<file path="src/rtl/uart_dev_bridge.sv">
// uart_dev_bridge
//   Turns framed UART commands into single device-bus transactions.
//   Read frame  : 'R' A3 A2 A1 A0           -> response D3 D2 D1 D0
//   Write frame : 'W' A3 A2 A1 A0 D3 D2 D1 D0 -> response 'K'
//   Multi-byte fields are sent MSB-first. If the gap between two frame bytes
//   exceeds TIMEOUT_CYCLES, the partial frame is dropped without bus or UART
//   activity.
//
// Ports
//   clk, rst_n          system clock, asynchronous active-low reset
//   rxdReady_i/Data_i   one-cycle strobe and byte from the UART receiver
//   txdBusy_i           UART transmitter busy
//   txdStart_o/Data_o   one-cycle start strobe and byte to the transmitter
//   devEnable_o ...     device-bus request, direction, address, data, enables
//   devDataLoad_i       read data, valid in the completion cycle
//   devBusy_i           responder stall (may depend combinationally on the
//                       request)
//   active_o            high whenever a command is being handled
module uart_dev_bridge #(
  parameter int unsigned TIMEOUT_CYCLES = 2500000
) (
  input  logic        clk,
  input  logic        rst_n,
  input  logic        rxdReady_i,
  input  logic [7:0]  rxdData_i,
  input  logic        txdBusy_i,
  output logic        txdStart_o,
  output logic [7:0]  txdData_o,
  output logic        devEnable_o,
  output logic        devWrite_o,
  output logic [31:0] devPhysicalAddr_o,
  output logic [31:0] devDataSave_o,
  output logic [3:0]  devByteSelect_o,
  input  logic [31:0] devDataLoad_i,
  input  logic        devBusy_i,
  output logic        active_o
);

  localparam int unsigned TO_W = $clog2(TIMEOUT_CYCLES + 1);
  localparam logic [TO_W-1:0] TO_RELOAD = TIMEOUT_CYCLES[TO_W-1:0];
  localparam logic [TO_W-1:0] TO_ONE    = 1;

  localparam logic [2:0] S_IDLE   = 3'd0;
  localparam logic [2:0] S_ADDR   = 3'd1;
  localparam logic [2:0] S_DATA   = 3'd2;
  localparam logic [2:0] S_BUS    = 3'd3;
  localparam logic [2:0] S_TX     = 3'd4;
  localparam logic [2:0] S_TX_GAP = 3'd5;

  localparam logic [7:0] CMD_READ  = 8'h52;
  localparam logic [7:0] CMD_WRITE = 8'h57;
  localparam logic [7:0] ACK_BYTE  = 8'h4B;

  logic [2:0]      state;
  logic            is_write;
  logic [1:0]      byte_cnt;
  logic [TO_W-1:0] timeout_cnt;
  logic [31:0]     addr;
  logic [31:0]     wdata;
  logic [31:0]     resp;      // response bytes still to send, next in [31:24]
  logic [2:0]      tx_left;   // response bytes not yet started
  logic [7:0]      txd_data;  // last byte handed to the transmitter
  logic            tx_fire;

  assign tx_fire = (state == S_TX) && !txdBusy_i;

  // Everything visible to the bus and UART is decoded from state, so an
  // asynchronous reset removes a pending request without waiting for clk.
  assign active_o          = (state != S_IDLE);
  assign devEnable_o       = (state == S_BUS);
  assign devWrite_o        = devEnable_o && is_write;
  assign devByteSelect_o   = {4{devEnable_o}};
  assign devPhysicalAddr_o = addr;
  assign devDataSave_o     = wdata;
  assign txdStart_o        = tx_fire;
  // Present the new byte in the start cycle, then hold it from the register
  // until the following start.
  assign txdData_o         = tx_fire ? resp[31:24] : txd_data;

  // NOTE: sequential state uses non-blocking assignments only, so every
  // register samples pre-edge values regardless of statement order.
  always_ff @(posedge clk or negedge rst_n) begin
    if (!rst_n) begin
      state       <= S_IDLE;
      is_write    <= 1'b0;
      byte_cnt    <= '0;
      timeout_cnt <= '0;
      addr        <= '0;
      wdata       <= '0;
      resp        <= '0;
      tx_left     <= '0;
      txd_data    <= '0;
    end else begin
      case (state)
        S_IDLE: begin
          if (rxdReady_i && (rxdData_i == CMD_READ || rxdData_i == CMD_WRITE)) begin
            is_write    <= (rxdData_i == CMD_WRITE);
            byte_cnt    <= '0;
            timeout_cnt <= TO_RELOAD;
            state       <= S_ADDR;
          end
        end

        S_ADDR, S_DATA: begin
          if (rxdReady_i) begin
            if (state == S_ADDR) addr  <= {addr[23:0], rxdData_i};
            else                 wdata <= {wdata[23:0], rxdData_i};
            timeout_cnt <= TO_RELOAD;
            byte_cnt    <= byte_cnt + 2'd1;  // wraps to 0 after the 4th byte
            if (byte_cnt == 2'd3) begin
              state <= (state == S_ADDR && is_write) ? S_DATA : S_BUS;
            end
          end else if (timeout_cnt == '0) begin
            state <= S_IDLE;
          end else begin
            timeout_cnt <= timeout_cnt - TO_ONE;
          end
        end

        S_BUS: begin
          if (!devBusy_i) begin
            resp    <= is_write ? {ACK_BYTE, 24'h0} : devDataLoad_i;
            tx_left <= is_write ? 3'd1 : 3'd4;
            state   <= S_TX;
          end
        end

        S_TX: begin
          if (tx_fire) begin
            txd_data <= resp[31:24];
            resp     <= {resp[23:0], 8'h00};
            tx_left  <= tx_left - 3'd1;
            state    <= S_TX_GAP;
          end
        end

        // One dead cycle lets the transmitter raise busy for the byte just
        // started before TX looks at it again.
        S_TX_GAP: state <= (tx_left != 3'd0) ? S_TX : S_IDLE;

        default: state <= S_IDLE;
      endcase
    end
  end

endmodule

</file>
<file path="config.mk">
export PLATFORM = sky130hd
export DESIGN_NAME = uart_dev_bridge
export DESIGN_NICKNAME = d
export VERILOG_FILES = /design/src/rtl/uart_dev_bridge.sv
export SDC_FILE = /design/constraint.sdc
export NUM_CORES = 1
export LEC_CHECK = 0
export BUFFER_PORTS_ARGS = -buffer_cell sky130_fd_sc_hd__buf_2
export CAP_MARGIN = 20
export CELL_PAD_IN_SITES_DETAIL_PLACEMENT = 0
export CELL_PAD_IN_SITES_GLOBAL_PLACEMENT = 1
export CORE_MARGIN = 2
export CORE_UTILIZATION = 35
export DETAILED_ROUTE_END_ITERATION = 8
export GPL_TIMING_DRIVEN = 1
export PLACE_DENSITY = 0.7
export SLEW_MARGIN = 40
export SYNTH_ARGS = -nofsm -noshare
export SYNTH_HDL_FRONTEND = slang
export SYNTH_SLANG_ARGS = --single-unit
</file>
<file path="constraint.sdc">
create_clock -name clk -period 2.4 [get_ports clk]
set_input_delay 0.12 -clock clk [delete_from_list [all_inputs] [get_ports clk]]
set_output_delay 0.12 -clock clk [all_outputs]
set_load 0.01 [all_outputs]
</file>
==> Word level (Yosys, flattened, before mapping) <==
Cells that the tools add are included.
{ "totals": {"ff_bits": 135, "inputBits": 45, "output_inout_bits": 80, "word_cells": 73} }
{ "classes": {"n_addsub": 3, "n_eq_ne": 15, "mux": 25, "bitwise_logic": 1, "n_reduce_logical": 20} }
{ "ops": {"columns": ["op", "count"], "rows": [
  ["$mux 32", 3],
  ["$mux 22", 3],
  ["$pmux 32 s2", 1],
  ["$pmux 22 s2", 1],
  ["$mux 3", 10],
  ["$logic_not 22->1", 1],
  ["$sub 22x1->22 const B", 1],
  ["$eq 8x7->1 const B", 2],
  ["$pmux 3 s5", 1],
  ["$reduce_and 3->1", 5],
  ["$ne 3x3->1 const B", 3],
  ["$mux 8", 1],
  ["$ne 2x2->1 const B", 4],
  ["$eq 3x2->1 const B", 2],
  ["$eq 3x3->1 const B", 2],
  ["$pmux 3 s2", 1],
  ["$reduce_bool 3->1", 2],
  ["$reduce_and 5->1", 1],
  ["$logic_and 1x1->1", 4],
  ["$mux 2", 2],
  ["$pmux 2 s2", 1],
  ["$reduce_bool 2->1", 2],
  ["$eq 3x1->1 const B", 1],
  ["$logic_not 3->1", 1],
  ["9 further kinds", 9]
]} }

==> Longest topological paths before layout <==
{ "depth": {"word_depth": 6, "depth_mapped": 9} }

==> Least setup slack after synthesis <==
OpenSTA, ideal clock, no wires.
{ "synth_timing": {"kind": "reg-to-reg", "start": "register timeout_cnt[0]", "end": "register timeout_cnt[10]", "arrival_ns": 2.324, "required_time_ns": 2.276, "slack_ns": -0.048, "path_stages_with_launch": 9, "path_buffers": 1, "period_less_slack_ns": 2.448, "path_cell_list": "dfrtp_1 inv_1 ha_1 or3b_2 or4_4 nor3_4 buf_6 nor3_1 a211o_1"} }
{ "synth_between": {"elab_chain_len": 4} }
{ "synth_lines": {"columns": ["element", "line_no", "source"], "rows": [
  ["start: declaration", "57", "logic [TO_W-1:0] timeout_cnt;"],
  ["start signal: assignment", "116", "timeout_cnt <= timeout_cnt - TO_ONE;"],
  ["$sub 22x1->22", "116", null],
  ["$mux 22", "113", "end else if (timeout_cnt == '0) begin"],
  ["$mux 22", "105", "if (rxdReady_i) begin"],
  ["$pmux 22 s2", "94", "case (state)"]
]} }
Several ways; a longest one is shown, not always the timed one. The select of a mux whose other input is x is not followed.
A chain may end at the register's enable or synchronous reset.

==> Final worst setup path <==
{ "layout_timing": {"start": "register timeout_cnt[17]", "end": "register state[1]"} }
{ "layout_between": {"elab_chain_len": 3} }
{ "layout_lines": {"columns": ["element", "line_no", "source"], "rows": [
  ["$logic_not 22->1", "113", null],
  ["$ne 3x3->1 (no source line)", null, null],
  ["$reduce_and 5->1 (no source line)", null, null],
  ["end signal: assignment", "111", "state <= (state == S_ADDR && is_write) ? S_DATA : S_BUS;"],
  ["end signal: assignment", "139", "S_TX_GAP: state <= (tx_left != 3'd0) ? S_TX : S_IDLE;"],
  ["end: declaration", "54", "logic [2:0] state;"]
]} }
Every way passes these cells.

==> flow_metrics.env <==
export IMPL_routed_via_count=4659
export IMPL_wl_um=14400
export IMPL_leading_cell_types_by_total_area_after_synthesis="sky130_fd_sc_hd__dfrtp_1, sky130_fd_sc_hd__mux2_2, sky130_fd_sc_hd__nand2_1"
export IMPL_post_synth_instance_area_mm2=0.00618
export IMPL_critical_path_max_fanout=5
export IMPL_synth_lib_cells_used_distinct=55
export IMPL_fp_dieArea_mm2=0.0187
export IMPL_static_leakage_nw=3.64
export IMPL_synth_mux_area_share_pct=15.6
export IMPL_slew_headroom_pct=55.6
export IMPL_most_repeated_library_cell_on_the_critical_path="sky130_fd_sc_hd__or4_4"
export IMPL_power_density_mw_per_mm2=1330
export IMPL_cts_root_buf="sky130_fd_sc_hd__clkbuf_16"
export IMPL_postSynth_asyncResetShare_pct=100
export IMPL_peakVddDrop_mv=0.648
export IMPL_setup_reg_to_reg_worst_slack_ps=90
export IMPL_synth_top_family_by_area="multiplexers"
export IMPL_period_share_pct=96.2
export IMPL_core_rowCount=48
export IMPL_synth_largest_area_cell="sky130_fd_sc_hd__dfrtp_1"
export IMPL_place_ws_ps=-23.6
export IMPL_cpMaxStageDelayCell="sky130_fd_sc_hd__or4_4"
export IMPL_final_cell_count_no_fill=937
export IMPL_timing_final_max_slew_violations=0
export IMPL_port_buffers=124
export IMPL_syn_instance_count=544
export IMPL_critPathArrivalTime_ps=2600
export IMPL_numClockSinks=135
export IMPL_drt_pass1_iterations=4
export IMPL_worst_endpoint_required_ps=2690
export IMPL_share_of_the_synthesized_area_in_the_top_cell_type_pct=54.7
export IMPL_yosys_warnings=0
export IMPL_synth_seq_cells=135
export IMPL_insertion_delay_ps=430
export IMPL_design_core_area_mm2=0.0173
export IMPL_initialDrtViolationCount=139
export IMPL_fill_cells=1585
export IMPL_antenna_left=0
export IMPL_max_clock_path_buffers=2
export IMPL_final_core_utilization_pct=46.4
export IMPL_antenna_cells_inserted=0
export IMPL_cts_tree="yes"
export IMPL_capturing_element_type_of_the_critical_path="flop"
export IMPL_report_final_hold_viol_count=0
export IMPL_numCtsBuffers=17
export IMPL_avgRoutedWirePerCell_um=15.4
export IMPL_final_nets=748
export IMPL_simple_gate_area_share_of_the_yosys_netlist_pct=15.1
export IMPL_post_route_drc=0
export IMPL_gp_congestion=0.776
export IMPL_cp_cell_sequence="or4_4, or4_4, o31a_1, or2_1, o2bb2ai_1"
export IMPL_final_min_clock_period_ps=2310
export IMPL_timing_critical_path_from_type="flop"
export IMPL_share_of_layout_cells_above_drive_strength_1_pct=42.0
export IMPL_fp_dieW_um=137
export IMPL_globalRoute_totalOverflow=0
export IMPL_synth_avg_cell_area_um2=11.4
export IMPL_routed_via_density=4.97
export IMPL_drv_max_cap_violation_count=0
export IMPL_htreeDepth=4
export IMPL_proportion_of_synthesized_chip_area_in_sequential_cells_pct=54.7
export IMPL_synth_area_in_compound_gates_pct=9.86
export IMPL_fmax_mhz=433
export IMPL_timing_critical_path_slowest_cell_delay_ps=570
export IMPL_grt_pass1_vias=4636
export IMPL_synth_fa_ha_area_share_pct=0.810
export IMPL_hold_wc_path_type="input port to flop"
export IMPL_finalClockSkew_ps=19.6
export IMPL_setup_violations_final=0
export IMPL_setup_worst_path_class="flop to flop"
export IMPL_die_y_extent_um=137
export IMPL_outcome="finished, final reports clean"
export IMPL_final_setup_worst_slack_ps=90.2
export IMPL_measured_slew_at_the_worst_slew_check_pin_ps=666
export IMPL_start_util_pct=35.7
export IMPL_final_common_cell="sky130_fd_sc_hd__dfrtp_1"
export IMPL_grt_max_degree=57
export IMPL_hpwl_um=10100
export IMPL_numPlacedInstances=886
export IMPL_synthFlopType="sky130_fd_sc_hd__dfrtp_1"
export IMPL_synth_enable_flop_cells=0
export IMPL_synth_xor_area_share_pct=0.284
export IMPL_clkSlewWorstSetupHoldPaths_ps=60
export IMPL_most_common_layout_cells="sky130_fd_sc_hd__dfrtp_1, sky130_fd_sc_hd__buf_2, sky130_fd_sc_hd__mux2_2"
export IMPL_synthesis_nets=593
export IMPL_grt_antenna_before_repair=0
export IMPL_grt_pass1_wl_um=23300
export IMPL_layout_area_overhead_vs_synth_pct=29.8
export IMPL_unrepaired_setup_endpoints_after_global_routing="yes"
export IMPL_track_usage_pct=16.0
export IMPL_top_ports=125
[per-stage QoR]
stage	power (mW)	cell area, um2	hold slack (ps)	TNS, ps
finish	10.6	8020	22.5	0
CTS	10.7	7970	0.175	-12.1
global placement	7.86	7180	120	0
floorplan	6.40	6180	-176	0
global route	11.4	8020	14.6	-10.1
detailed placement	8.05	7180	121	-102
[final timing paths]
kind	to	startpoint	cells past startpoint
worst max-delay path	state[1]$_DFFE_PN0P_	timeout_cnt[17]$_DFFE_PN0P_	5
worst min-delay path	resp[30]$_DFFE_PN0P_	devDataLoad_i[30]	3
worst max register to register	state[1]$_DFFE_PN0P_	timeout_cnt[17]$_DFFE_PN0P_	5
worst min register to register	resp[1]$_DFFE_PN0P_	resp[1]$_DFFE_PN0P_	2
max in group asynchronous	txd_data[5]$_DFFE_PN0P_	rst_n	3
min in group asynchronous	timeout_cnt[8]$_DFFE_PN0P_	rst_n	2
[metal layers]
metal	part of all wire (%)	vias to the layer above	wire, um	GRT usage (%)
met1	45	2304	6500	20.8
met3	3.3	11	471	4.00
li1	-	2267	-	-
met5	0	-	0	0
met4	0.83	0	120	6.01
met2	51	77	7300	25.7
[power by group]
group / switching, mW / internal [mW] / leakage (nW)
registers: 0.673 / 3.27 / 1.65
logic: 2.11 / 1.98 / 1.70
clock network: 1.04 / 1.55 / 0.288
total: 3.83 / 6.80 / 3.64
[cells by family (layout without fill, tap and decap cells)]
family / count (synthesis) / after routing
adder cells (fa/ha/maj): 4 / 4
AO/OA/AOI/OAI: 102 / 102
multiplexers: 86 / 86
AND/OR/NAND/NOR: 166 / 166
flip-flops: 135 / 135
XOR/XNOR: 2 / 2
buffers and inverters: 49 / 217
[sequential cells by signal, indices dropped and copies added, names as in the netlist, 2 cells and up]
name,count
timeout_cnt,22
state,3
tx_left,3
devPhysicalAddr_o,32
txd_data,8
resp,32
byte_cnt,2
devDataSave_o,32
[layout make-up]
type / count / area [um2] / share of cell area (%)
Clock inverter: 15 / 165 / 2.06
Multi-Input combinational cell: 360 / 2650 / 33.0
Timing Repair Buffer: 173 / 1080 / 13.4
Inverter: 12 / 45.0 / 0.562
Clock buffer: 17 / 425 / 5.31
Sequential cell: 135 / 3380 / 42.1
Tap cell: 225 / 282 / 3.51
[repair_timing]
action                                  4_1_cts  5_1_grt
endpoints found under the setup margin       10       28
setup buffers                                 3        1
pin swaps                                     3        4
gates resized for setup                       7        8
hold endpoints to repair                     70        0
hold buffers                                 15        0
gates cloned                                  0        0
[synthesized netlist by cell type (5+ instances only)]
master                       n
sky130_fd_sc_hd__o21ai_0    37
sky130_fd_sc_hd__buf_1       5
sky130_fd_sc_hd__nor3_1     10
sky130_fd_sc_hd__nor2_1     16
sky130_fd_sc_hd__inv_1      12
sky130_fd_sc_hd__o31ai_1    16
sky130_fd_sc_hd__nand2_1    54
sky130_fd_sc_hd__dfrtp_1   135
sky130_fd_sc_hd__nor3b_1    22
sky130_fd_sc_hd__nand2b_1   10
sky130_fd_sc_hd__or4_1       9
sky130_fd_sc_hd__nand3_1     8
sky130_fd_sc_hd__clkbuf_1   24
sky130_fd_sc_hd__mux2i_1     5
sky130_fd_sc_hd__or3_1       6
sky130_fd_sc_hd__a21oi_1    31
sky130_fd_sc_hd__mux2_2     81
sky130_fd_sc_hd__nor4_1      5
sky130_fd_sc_hd__or2_2       5
[worst max-delay path, delay by kind of cell (launching register included)]
kind | cells | cell delay, ps
AND/OR/NAND/NOR | 3 | 1380
flip-flops | 1 | 400
AO/OA/AOI/OAI | 2 | 400
No activity file was read; power rests on OpenSTA's default activity.
